### config.mk
export PLATFORM = sky130hd
export DESIGN_NAME = fetch_stage
export DESIGN_NICKNAME = d
export VERILOG_FILES = /design/src/rtl/fetch_stage_pkg.sv /design/src/rtl/fetch_queue.sv /design/src/rtl/fetch_stage.sv
export SDC_FILE = /design/constraint.sdc
export NUM_CORES = 1
export LEC_CHECK = 0
export CAP_MARGIN = 15
export CORE_MARGIN = 5
export CORE_UTILIZATION = 47
export DETAILED_ROUTE_END_ITERATION = 6
export GPL_ROUTABILITY_DRIVEN = 1
export GPL_TIMING_DRIVEN = 0
export HOLD_SLACK_MARGIN = 0.05
export PLACE_DENSITY = 0.77
export SETUP_SLACK_MARGIN = 0.1
export SLEW_MARGIN = 40
export SYNTH_ARGS = -nofsm -noshare
export SYNTH_HDL_FRONTEND = slang
export SYNTH_SLANG_ARGS = --single-unit
### constraint.sdc
create_clock -name clk -period 5.2 [get_ports clk]
set_input_delay 0.52 -clock clk [delete_from_list [all_inputs] [get_ports clk]]
set_output_delay 0.52 -clock clk [all_outputs]
set_load 0.02 [all_outputs]
### src/rtl/fetch_stage_pkg.sv
// Shared widths, constants and the {pc, inst} entry type for the fetch stage.
package fetch_stage_pkg;

  localparam int XLEN       = 32;
  localparam int ILEN_BYTES = 4;

  localparam logic [XLEN-1:0] NOP     = 32'h0000_0013;
  localparam logic [XLEN-1:0] PC_STEP = XLEN'(ILEN_BYTES);

  typedef struct packed {
    logic [XLEN-1:0] pc;
    logic [XLEN-1:0] inst;
  } fetch_entry_t;

  function automatic logic [XLEN-1:0] word_align(input logic [XLEN-1:0] addr);
    return {addr[XLEN-1:2], 2'b00};
  endfunction

endpackage

### src/rtl/fetch_queue.sv
// Two-entry {pc, inst} FIFO between the memory response port and decode.
module fetch_queue
  import fetch_stage_pkg::*;
(
  input  logic         clk,
  input  logic         rst,
  input  logic         push,
  input  fetch_entry_t push_data,
  input  logic         pop,
  input  logic         flush,
  output logic [1:0]   count,
  output fetch_entry_t head,
  output logic         empty
);

  fetch_entry_t mem [2];
  logic         rd_ptr;
  logic         wr_ptr;
  logic         do_pop;
  logic         do_push;

  assign empty   = (count == 2'd0);
  assign do_pop  = pop && !empty && !flush;
  assign do_push = push && !flush;
  // With two slots the write slot is the read slot offset by count modulo 2.
  assign wr_ptr  = rd_ptr ^ count[0];

  always_ff @(posedge clk or posedge rst) begin
    if (rst) begin
      rd_ptr <= 1'b0;
      count  <= 2'd0;
    end else if (flush) begin
      rd_ptr <= 1'b0;
      count  <= 2'd0;
    end else begin
      if (do_pop) rd_ptr <= ~rd_ptr;
      count <= count + {1'b0, do_push} - {1'b0, do_pop};
    end
  end

  // NOTE: the data array is not reset; count alone says which slots hold live entries.
  always_ff @(posedge clk) begin
    if (do_push) mem[wr_ptr] <= push_data;
  end

  always_comb begin
    head = '{pc: '0, inst: NOP};
    if (!empty) head = mem[rd_ptr];
  end

endmodule

### src/rtl/fetch_stage.sv
// Fetch stage: PC, credit-limited imem requests, in-order response buffering, redirect flush.
module fetch_stage
  import fetch_stage_pkg::*;
#(
  parameter logic [31:0] RESET_PC = 32'h0000_0000
) (
  input  logic        clk,
  input  logic        rst,
  output logic        imem_req_valid,
  input  logic        imem_req_ready,
  output logic [31:0] imem_req_addr,
  input  logic        imem_resp_valid,
  input  logic [31:0] imem_resp_data,
  input  logic        redirect_valid,
  input  logic [31:0] redirect_pc,
  output logic        id_valid,
  input  logic        id_ready,
  output logic [31:0] id_inst,
  output logic [31:0] id_pc
);

  logic [31:0]  pc;
  logic [31:0]  resp_pc;
  logic [1:0]   outstanding;
  logic [1:0]   drop_cnt;
  logic [1:0]   q_count;
  logic         q_empty;
  fetch_entry_t q_head;
  logic         pop;
  logic         accept;
  logic         push;
  logic [2:0]   credit_used;

  assign id_valid = !q_empty;
  assign id_inst  = q_head.inst;
  assign id_pc    = q_head.pc;
  assign pop      = id_valid && id_ready;

  // Buffered plus in-flight words must fit the queue once this cycle's pop is taken.
  assign credit_used    = {1'b0, outstanding} + {1'b0, q_count} - {2'b00, pop};
  assign imem_req_valid = !rst && !redirect_valid && (credit_used < 3'd2);
  assign imem_req_addr  = pc;
  assign accept         = imem_req_valid && imem_req_ready;
  assign push           = imem_resp_valid && !redirect_valid && (drop_cnt == 2'd0);

  // NOTE: state registers use non-blocking assignments so every update sees pre-edge values.
  always_ff @(posedge clk or posedge rst) begin
    if (rst) begin
      pc          <= RESET_PC;
      resp_pc     <= RESET_PC;
      outstanding <= 2'd0;
      drop_cnt    <= 2'd0;
    end else if (redirect_valid) begin
      pc          <= word_align(redirect_pc);
      resp_pc     <= word_align(redirect_pc);
      outstanding <= outstanding - {1'b0, imem_resp_valid};
      drop_cnt    <= outstanding - {1'b0, imem_resp_valid};
    end else begin
      if (accept) pc <= pc + PC_STEP;
      outstanding <= outstanding + {1'b0, accept} - {1'b0, imem_resp_valid};
      if (imem_resp_valid) begin
        if (drop_cnt != 2'd0) drop_cnt <= drop_cnt - 2'd1;
        else                  resp_pc  <= resp_pc + PC_STEP;
      end
    end
  end

  fetch_queue u_queue (
    .clk       (clk),
    .rst       (rst),
    .push      (push),
    .push_data ('{pc: resp_pc, inst: imem_resp_data}),
    .pop       (pop),
    .flush     (redirect_valid),
    .count     (q_count),
    .head      (q_head),
    .empty     (q_empty)
  );

endmodule
==> reports/qor.yml <==
synth:
  synth_top_area_share_pct: 41.83
  yosysMostFrequentCell: "edfxtp_1"
  synthCells: 737
  synthDistinctLibCells: 56
  async_reset_ff_share_pct: 35.08
  ys_seq_area_share_pct: 60.66
  yosysTopAreaCell: "edfxtp_1"
  yosysWarnings: 0
  synth_edf_count: 124
  synth_seq_cells: 191
  ys_top_cells_by_area: "edfxtp_1, dfrtp_1, mux2i_1, nor2_1, or4_1"
  syn_area_sq_mm: 0.008902
  post_synth_most_frequent_cells: "edfxtp_1, nor2_1, dfrtp_1, mux2i_1, nand2_1"
  syn_area_per_cell_sq_um: 12.08
  ys.flop_type: "edfxtp_1"
power:
  p_comb_share_pct: 31.4
  fin_total_pwr_mw: 4.641
  power.density_mw_per_mm2: 403.8
  peakVddDrop_mv: 0.2387
  p_int_mw: 3.062
  clkPwrFrac_pct: 26.6
  sw_frac_of_total_pct: 34.03
  power.leakage_nw: 3.956
  pwr-share-seq_pct: 42.0
  switching_power_mw: 1.579
clock_tree:
  cts_buffers: 17
  cts_resized: 0
  cts_tree: "done"
  post_cts_buffers: 0
  insertion_delay_ns: 0.43
  postCtsHoldBufs: 0
  cts.sinks: 191
  cts-root-buf: "clkbuf_16"
  htreeDepth: 4
  clockBufferDepth: 2
  clkTransAtPathRegs_ns: 0.08
die:
  dieArea_sq_mm: 0.02179
  die_x_um: 147.6
  core_region_area_sq_mm: 0.01871
  fp-row-count: 50
  ios: 168
  die_y_um: 147.6
  start_util_pct: 47.59
outcome:
  status: "finished, final reports clean"
place:
  dp_hpwl_mm: 16.66
  placed_cells: 1143
  place_congestion: 0.9108
  portBuffers: 161
route:
  avgViaCountPerCell: 5.889
  drt-pass1-iter-count: 5
  drc: 0
  wl_per_cell_um: 19.54
  routed-via-count: 6920
  ant_nets: 0
  routed_wl_mm: 22.96
  first_iter_violations: 432
sta:
  timing.fmax_ghz: 0.2222
  hold_violations: 0
  rsz0062_at_grt: "false"
  setup_viol: 0
  worstMarginPinSlew_ns: 0.7678
  hold_ws_ns: 0.5370
  min_period_ns: 4.500
  fin_crit_sh_pct: 86.54
  slew_headroom_pct: 48.81
  slew_violations: 0
  tns_ns: 0
  finalClockSkew_ns: 0.01188
finish:
  fillers: 1530
  drive_gt1_share_pct: 7.120
  diodes: 0
  nNetsFinal: 1009
  syn2layout_area_growth_pct: 29.11
  finalNonFillerCells: 1175
global_routing:
  grt_start_max_net_pins: 38
  antenna_found_initial: 0
  gr-total-overflow: 0
  grt_pass1_wl_mm: 36.35
  grtUsageTotal_pct: 21.16
  grt_pass1_vias: 6731
setup_path:
  worstSetupStartpointType: "flop"
  end_kind: "output port"
  arrival_ns: 3.98
  critPathMaxFanout: 6
  crit_type: "reg2out"
  crit_required_ns: 4.68
job:
  cap_violations: 0
hold_path:
  min_path_type: "in2async"
[through the flow]
step           util (%)  setup slack [ns]  area (sq um)
2_1_floorplan         -             1.168          8919
4_1_cts           61.44            0.6492         11490
3_5_place_dp      58.51             1.129         10940
6_report          61.44            0.7000         11490
3_3_place_gp      57.86            -1.050         10820
5_1_grt           61.44            0.4446         11490
[flip-flops by register name, indices dropped and copies added (netlist names)]
name	cells
u_queue.mem	124
imem_req_addr	30
resp_pc	30
drop_cnt	2
outstanding	2
u_queue.count	2
u_queue.rd_ptr	1
[metal layers]
metal  vias up  track usage (%)  share of wire (%)
met5         -                0                  0
met3        44            4.139                8.1
li1       3176                -                  -
met2       346            33.47                 46
met1      3354            29.20                 43
met4         0            7.829                2.5
[cell usage in the layout, fill, tap and decap left out, types with 3 or more instances in the layout]
cell type        count
clkbuf_1            22
inv_6                5
inv_4                4
nor2_1              95
nor3_1              14
nor2b_1              4
a211o_1              4
buf_4                4
and3_1               8
nand3_1             25
inv_1               19
xnor2_1             14
edfxtp_1           124
nand4_1             21
nand2_1             38
ha_1                10
nor4_1              13
a31oi_1             20
buf_1               10
conb_1               4
o311ai_0             3
clkdlybuf4s50_1    161
nand2b_1             7
buf_6                7
a211oi_1            11
and4_1              13
dfrtp_1             67
a311oi_1             3
mux2i_1             65
clkbuf_16           17
o31ai_1             17
o211ai_1             4
clkinv_4             3
xor2_1              10
mux2_2              11
a21oi_1              9
or4_1               20
or3_1                8
o21ai_0             14
[worst paths after layout]
path	from	endpoint	slack [ns]	cells after the start
max	u_queue.count[0]$_DFF_PP0_	imem_req_valid	0.70	11
min	rst	imem_req_addr[5]$_DFFE_PP0P_	0.54	2
max reg2reg	u_queue.count[0]$_DFF_PP0_	outstanding[1]$_DFF_PP0_	1.13	16
min reg2reg	resp_pc[8]$_DFFE_PP0P_	u_queue.mem[1][40]$_DFFE_PP_	0.54	0
max in group asynchronous	rst	drop_cnt[0]$_DFFE_PP0P_	4.14	3
min in group clk	resp_pc[8]$_DFFE_PP0P_	u_queue.mem[1][40]$_DFFE_PP_	0.54	0
[critical path, stage by stage (launching register included)]
cell             delay (ns)
dfrtp_1                0.41
nor2_1                 0.49
inv_1                  0.22
nand2_1                0.21
inv_1                  0.07
ha_1                   0.26
nand2b_1               0.15
fa_1                   0.44
xor2_1                 0.33
nand2_1                0.09
nor3_1                 0.23
clkdlybuf4s50_1        0.67
[power by group through the flow]
stage	Sequential (mW)	Combinational (mW)	Clock, mW
floorplan	1.97	0.841	0
global placement	1.98	1.41	0
detailed placement	1.97	1.46	0
CTS	1.94	1.47	1.26
global route	1.97	1.59	1.32
finish	1.95	1.46	1.23
[cell families after synthesis]
kind of cell	share of synthesized area, %
simple gates	16.46
xor+xnor	2.544
mux	8.700
flops	60.66
other cells	0.04212
compound gates	7.210
fa+ha+maj	1.630
buf+inv	2.755
[area by class of cell]
type / instances / area [sq um] / share of cell area [%]
Buffer: 38 / 166.4 / 1.448
Clock buffer: 17 / 425.4 / 3.701
Clock inverter: 15 / 123.9 / 1.078
Inverter: 21 / 83.83 / 0.7294
Multi-Input combinational cell: 490 / 3282 / 28.55
Sequential cell: 191 / 5400 / 46.98
Tap cell: 234 / 292.8 / 2.547
Timing Repair Buffer: 169 / 1719 / 14.96
Power figures use the tool's default switching activity.
